<file path="config.mk">
export PLATFORM = sky130hd
export DESIGN_NAME = vx_sau_operand_feeder
export DESIGN_NICKNAME = d
export VERILOG_FILES = /design/src/rtl/vx_sau_operand_feeder.sv
export SDC_FILE = /design/constraint.sdc
export NUM_CORES = 1
export LEC_CHECK = 0
export CAP_MARGIN = 20
export CORE_MARGIN = 2
export CORE_UTILIZATION = 45
export CTS_BUF_LIST = sky130_fd_sc_hd__clkbuf_4 sky130_fd_sc_hd__clkbuf_8
export CTS_CLUSTER_SIZE = 10
export DETAILED_ROUTE_END_ITERATION = 12
export PLACE_DENSITY = 0.76
export SLEW_MARGIN = 5
export SYNTH_ARGS = -nofsm -noshare
export SYNTH_HDL_FRONTEND = slang
export SYNTH_SLANG_ARGS = --single-unit
</file>
<file path="constraint.sdc">
create_clock -name clk -period 18.4 [get_ports clk]
set_input_delay 4.6 -clock clk [delete_from_list [all_inputs] [get_ports clk]]
set_output_delay 4.6 -clock clk [all_outputs]
set_load 0.03 [all_outputs]
</file>
<file path="src/rtl/vx_sau_operand_feeder.sv">
// vx_sau_operand_feeder: skews an N x N operand pair into the systolic array, drains it, then reports a tagged completion.
// Optional SAU_FEED_PERF_EN adds perf_busy_cycles / perf_ops counters.
module vx_sau_operand_feeder #(
   parameter int MATRIX_SIZE  = 2,
   parameter int DATA_SIZE    = 32,
   parameter int TAG_WIDTH    = 8,
   parameter int DRAIN_CYCLES = 2
) (
   input  logic                                      clk,
   input  logic                                      reset,
   input  logic                                      in_valid,
   output logic                                      in_ready,
   input  logic [MATRIX_SIZE*MATRIX_SIZE*DATA_SIZE-1:0] in_a,
   input  logic [MATRIX_SIZE*MATRIX_SIZE*DATA_SIZE-1:0] in_b,
   input  logic [TAG_WIDTH-1:0]                      in_tag,
   output logic [MATRIX_SIZE*DATA_SIZE-1:0]          feed_a,
   output logic [MATRIX_SIZE*DATA_SIZE-1:0]          feed_b,
   output logic                                      feed_valid,
   output logic                                      feed_clear,
   output logic                                      done_valid,
   output logic [TAG_WIDTH-1:0]                      done_tag,
`ifdef SAU_FEED_PERF_EN
   output logic [43:0]                               perf_busy_cycles,
   output logic [43:0]                               perf_ops,
`endif
   input  logic                                      done_ready
);
   localparam int N = MATRIX_SIZE;
   localparam int W = DATA_SIZE;
   localparam int FEED_STEPS = 2*N-1;
   localparam int CW = $clog2(FEED_STEPS > DRAIN_CYCLES ? FEED_STEPS : DRAIN_CYCLES) + 1;

   typedef enum logic [2:0] {IDLE, CLEAR, FEED, DRAIN, DONE} state_t;

   state_t                 state;
   logic [CW-1:0]          t;
   logic [N*N*W-1:0]       a_q, b_q;
   logic [TAG_WIDTH-1:0]   tag_q;

   // Diagonal skew step t: lane i gets A[i][t-i] (rows) or B[t-i][i] (columns), zero outside the matrix.
   function automatic logic [N*W-1:0] skew(input logic [N*N*W-1:0] m, input int step, input logic col);
      skew = '0;
      for (int i = 0; i < N; i++)
         if (step - i >= 0 && step - i < N)
            skew[i*W +: W] = col ? m[((step-i)*N+i)*W +: W] : m[(i*N+step-i)*W +: W];
   endfunction

   always_ff @(posedge clk or posedge reset) begin
      if (reset) begin
         state      <= IDLE;
         in_ready   <= 1'b1;
         feed_a     <= '0;
         feed_b     <= '0;
         feed_valid <= 1'b0;
         feed_clear <= 1'b0;
         done_valid <= 1'b0;
         done_tag   <= '0;
         t          <= '0;
         a_q        <= '0;
         b_q        <= '0;
         tag_q      <= '0;
      end else begin
         case (state)
            IDLE: if (in_valid) begin
               a_q        <= in_a;
               b_q        <= in_b;
               tag_q      <= in_tag;
               in_ready   <= 1'b0;
               feed_clear <= 1'b1;
               state      <= CLEAR;
            end
            CLEAR: begin
               feed_clear <= 1'b0;
               feed_valid <= 1'b1;
               feed_a     <= skew(a_q, 0, 1'b0);
               feed_b     <= skew(b_q, 0, 1'b1);
               t          <= '0;
               state      <= FEED;
            end
            FEED: if (t == CW'(2*N-2)) begin
               feed_valid <= 1'b0;
               feed_a     <= '0;
               feed_b     <= '0;
               t          <= '0;
               state      <= DRAIN;
            end else begin
               feed_a <= skew(a_q, int'(t) + 1, 1'b0);
               feed_b <= skew(b_q, int'(t) + 1, 1'b1);
               t      <= t + 1'b1;
            end
            DRAIN: if (t == CW'(DRAIN_CYCLES-1)) begin
               done_valid <= 1'b1;
               done_tag   <= tag_q;
               state      <= DONE;
            end else begin
               t <= t + 1'b1;
            end
            DONE: if (done_ready) begin
               done_valid <= 1'b0;
               done_tag   <= '0;
               in_ready   <= 1'b1;
               state      <= IDLE;
            end
            default: state <= IDLE;
         endcase
      end
   end

`ifdef SAU_FEED_PERF_EN
   always_ff @(posedge clk or posedge reset) begin
      if (reset) begin
         perf_busy_cycles <= '0;
         perf_ops         <= '0;
      end else begin
         if (state != IDLE)
            perf_busy_cycles <= perf_busy_cycles + 44'd1;
         if (done_valid && done_ready)
            perf_ops <= perf_ops + 44'd1;
      end
   end
`endif
endmodule
</file>
# After elaboration in Yosys (flattened, before gate mapping)
# Cells that the tools add are included.
[totals]
register_bits = 410
inputBits = 268
wordCells = 81
out_inout_bits = 140
[op_classes]
order_cmp = 4
eq_ne = 11
n_reduce_logical = 15
shift = 4
n_mux = 29
n_addsub = 6
[ops]
columns = ["op", "count"]
rows = [
  ["64-bit case mux with 2 select lines", 2],
  ["128-bit by 32-bit indexed part select with 32-bit output", 2],
  ["32-bit 2-to-1 mux", 4],
  ["64-bit 2-to-1 mux", 2],
  ["128-bit by 11-bit indexed part select with 32-bit output", 1],
  ["128-bit by 12-bit indexed part select with 32-bit output", 1],
  ["3-bit 2-to-1 mux", 6],
  ["8-bit 2-to-1 mux", 2],
  ["8-bit case mux with 2 select lines", 1],
  ["3-bit case mux with 5 select lines", 1],
  ["2-bit inequality test, second input constant", 5],
  ["3-bit by 2-bit == test with 1-bit output, second input constant", 3],
  ["3-bit case mux with 3 select lines", 1],
  ["1-bit case mux with 2 select lines", 4],
  ["2-bit AND reduction", 4],
  ["2-bit nonzero test", 4],
  ["6-bit by 2-bit adder with 7-bit output, second input constant", 1],
  ["3-bit by 1-bit == test with 1-bit output, second input constant", 2],
  ["1-bit 2-to-1 mux", 6],
  ["3-bit AND reduction", 2],
  ["5-bit by 1-bit subtractor with 6-bit output, second input constant", 1],
  ["2-bit by 4-bit adder with 5-bit output, first input constant", 1],
  ["5-bit by 1-bit greater-or-equal comparator with 1-bit output, second input constant", 1],
  ["5-bit by 3-bit < comparator with 1-bit output, second input constant", 1],
  ["10 further kinds", 11],
]

# Logic depth before layout (Yosys ltp)
[depth]
ltp_word = 7
ltp_mapped = 12
mapped_depth_nobuf = 7

# Least setup slack after synthesis
# Ideal clock, no wire load.
[synth_timing]
kind = "input to register"
start = "input in_valid"
end = "register a_q[0]"
arrival_time_ns = 5.492
required_ns = 18.275
cell_stages = 5
slack_ns = 12.783
setup_time_ns = 0.125
path_buffers = 2
path_cell_list = "nand2_1 -> nor2_1 -> buf_2 -> buf_2 -> mux2_2"
[synth_between]
elab_chain_cells = 1
[synth_lines]
columns = ["element", "line_no", "source"]
rows = [
  ["start: declaration", "11", "input logic in_valid,"],
  ["2-bit AND reduction (no line)", "--", ""],
  ["end signal: assignment", "65", "a_q <= in_a;"],
  ["end: declaration", "37", "logic [N*N*W-1:0] a_q, b_q;"],
]
# Every way passes these cells.
# A chain may end at the register's enable or synchronous reset.

# Final worst setup path
[layout_timing]
start = "input in_valid"
end = "register a_q[21]"
# Same word-level chain as after synthesis.

==> summary.md <==
| Metric | Value |
|---|---|
| Status | completed |
| Post-synthesis cell type count | 39 |
| Avg WL per Cell | between 20 and 25 um |
| Worst slew margin | between 20% and 30% |
| Data arrival time of the critical path | roughly 7.4 ns |
| Met3 Usage GRT | ~8.4% |
| CP Class | input pin to flop |
| Worst-path maximum fanout | about 190 |
| Met1 usage | 30.9% |
| Setup TNS | 0 ns |
| Clock-pin slew on the worst setup and hold paths | ~0.060 ns |
| Area occupied by multi-input gates | 0.00697 mm2 |
| Synth Instances | 1,368 |
| Critical path depth in cells | 6 |
| Fmax | 144 MHz |
| Worst Skew | just under 0.02 ns |
| Prevailing post-synth register cell | dfrtp_1 |
| Maximum VDD drop | 114 uV |
| Detailed placer's ending HPWL | 31,900 um |
| WL final | 50,700 um |
| CP max stage delay | roughly 0.93 ns |
| R2r startpoint | t[0]$_DFFE_PP0P_ |
| FF+latch area | between 0.01 and 0.015 mm2 |
| Register bit total from synthesis | 410 |
| Critical Path End | a_q[21]$_DFFE_PP0P_ |
| Antenna violations before repair | 8 |
| Number of synthesized flops with an enable pin | 0 |
| Synth area leader | dfrtp_1 |
| Die Y | around 200 um |
| Gr usage total | about 25% |
| Fillers | roughly 3.0k |
| GRT Max-Usage Layer | met2 |
| Final setup viols | 0 |
| Slowest cell on the critical path | buf_4 |
| Top post-synthesis cells by area | dfrtp_1 (58%), mux2_2 (19%), mux4_2 (4.1%), o21ai_0 (3.7%), nand2_1 (2.1%) |
| GPL Wtd Cong | 0.801 |
| Starting density of the core | between 40% and 50% |
| Via/cell ratio | about 5.5 |
| Yosys warns | 0 |
| Worst setup SP type | input pin |
| Vias post-DR | roughly 13k |
| Reg-to-reg slack, setup | 13.63 ns |
| Clk buf depth | 3 |
| Post-Synthesis Cell Area | 0.0178 mm2 |
| CTS HTree Levels | 3 |
| Critical path, cell by cell | clkdlybuf4s50_1 > nand2_1 > nor2_4 > buf_12 > buf_4 > mux2_2 |
| M2 GR Usage | about two fifths |
| Input/output buffers | ~400 |
| CTS sink count | 410 |
| Die Wd | between 200 and 250 um |
| Crit path capture type | flop |
| Total core area | 0.0388 mm2 |
| DRC errors left | 0 |
| Clock Tree Root | clkbuf_8 |
| Crit path buf inv count | 3 |
| IO Pins | 408 |
| Power Density | between 150 and 200 mW/mm2 |
| Register area share after synthesis | between 50 and 60% |
| Cell family with most CP delay | buffers and inverters |
| Post-synthesis net count | around 1.6k |
| Final Hold Vio Count | 0 |
| Resized cells post-CTS | 0 |
| Tightest Pin Transition | 1.20 ns |
| Post-CTS Setup Inserts | 0 |
| Final #Nets | about 2.0k |
| 1st-pass router iterations | 4 |
| Leakage | 9.91 nW |
| Final period util | between 30% and 40% |
| Hold Slack | ~0.48 ns |
| Largest net degree at the start of global routing | between 150 and 200 |
| Fin. max-slew vios | 0 |
| R2r worst-path depth | 7 |
| Iteration-0 DRC Markers | about 660 |
| Area grow syn2layout | 33.9% |
| R2R Path End | feed_a[23]$_DFFE_PP0N_ |
| RSZ-0062 raised after global routing | no |
| Minimum clock period | 6.96 ns |
| Std-Cell Rows | between 70 and 80 |
| Post-route ant nets | 0 |
| Number of global-route vias before repair | 13.6k |
| Fraction of layout cells with a size suffix above 1 | about a quarter |
| Die footprint | 0.0411 mm2 |
| Area fraction of the dominant cell type after synthesis | 57.5% |
| Worst Path Required | ~19 ns |
| # hold bufs at CTS | 0 |
| Hold Crit Class | flop to flop |
| GRT overflow | 0 |
| Max Cap Violations | 0 |
| Global-route wire length before repair | just under 80,000 um |
| Async S/R FF share, synth | between 90% and 100% |
| Num CTS Buffers | 71 |
| Most frequent cells in the layout | dfrtp_1 (407), clkdlybuf4s50_1 (407), mux2_2 (296) |
| Worst-skew pair later-pin latency | between 0.6 and 0.7 ns |
| TritonCTS clock tree | done |
| CP Launch Point | in_valid |
| Post-synthesis area per instance | roughly 13 um2 |
-- Yosys cell counts (4+ instances only) --
master / instances
inv_1: 38
nor2b_1: 5
mux2_2: 296
o21a_1: 33
a21oi_1: 8
o21ai_0: 130
nor2_1: 44
a22o_1: 8
a22oi_1: 32
clkbuf_1: 53
a31oi_1: 34
mux4_2: 32
buf_1: 4
buf_2: 40
mux2i_1: 34
o211ai_1: 32
dfrtp_1: 409
nand2_1: 100
ha_1: 5
buf_4: 7
-- metal layers --
layer	vias up	part of all wire (%)
met1	6415	40
met2	512	47
met4	4	3.5
li1	5701	-
met5	-	0.057
met3	115	9.7
-- cell families after synthesis --
group                      synth area share [%]
muxes                                      24.7
AOI/OAI and AO/OA                          10.0
xor gates and xnor gates                  0.148
adders and majority gates                 0.352
buffers and inverters                      3.43
and+or+nand+nor                            3.66
DFF                                        57.7
-- report_power, final --
| group | switching [mW] | internal (mW) |
|---|---|---|
| Sequential | 0.293 | 1.35 |
| Combinational | 1.12 | 1.03 |
| Clock | 0.371 | 0.524 |
-- flip-flops by register name (all words and copies together) (netlist names) --
signal / flops
feed_a: 64
done_tag: 8
a_q: 128
feed_b: 64
tag_q: 8
feed_valid: 1
done_valid: 1
state: 3
in_ready: 1
b_q: 128
feed_clear: 1
t: 3
-- area by class of cell --
cell class | count | share of cell area, %
Multi-Input combinational cell | 816 | 29.3
Tap cell | 518 | 2.72
Inverter | 38 | 0.630
Timing Repair Buffer | 423 | 17.7
Clock buffer | 107 | 5.84
Sequential cell | 410 | 43.1
Antenna cell | 7 | 0.0735
Clock inverter | 14 | 0.677
-- through the flow --
step                      worst slack (ns)  cells  cell area (um2)  total power, mW  util [%]
after floorplan                       2.39   1368            17800             3.07         -
after global placement               10.76   2205            22300             3.75      57.3
after detailed placement             10.72   2205            22300             3.82      57.3
after CTS                            11.38   2326            23800             4.73      61.3
after global routing                 11.22   2331            23800             4.98      61.3
final                                11.44   2333            23800             4.69      61.4
-- worst min-delay path: cells and delay by family (launching register included) --
| family | cells | cell delay (ns) |
|---|---|---|
| compound gates | 1 | 0.06 |
| simple gates | 1 | 0.04 |
| flops | 1 | 0.34 |
-- worst min path at each step --
| stage | start | to | slack (ns) | cells past startpoint |
|---|---|---|---|---|
| 6_report | feed_b[46]$_DFFE_PP0N_ | feed_b[46]$_DFFE_PP0N_ | 0.48 | 2 |
| 5_1_grt | feed_b[45]$_DFFE_PP0N_ | feed_b[45]$_DFFE_PP0N_ | 0.50 | 2 |
| 4_1_cts | feed_b[46]$_DFFE_PP0N_ | feed_b[46]$_DFFE_PP0N_ | 0.48 | 2 |
| 3_5_place_dp | feed_b[46]$_DFFE_PP0N_ | feed_b[46]$_DFFE_PP0N_ | 0.47 | 2 |
| 3_3_place_gp | feed_a[51]$_DFFE_PP0N_ | feed_a[51]$_DFFE_PP0N_ | 0.46 | 2 |
| 2_1_floorplan | tag_q[0]$_DFFE_PP0P_ | done_tag[0]$_DFFE_PP0P_ | 0.47 | 1 |
Note: power is estimated with default switching activity, not from simulation.
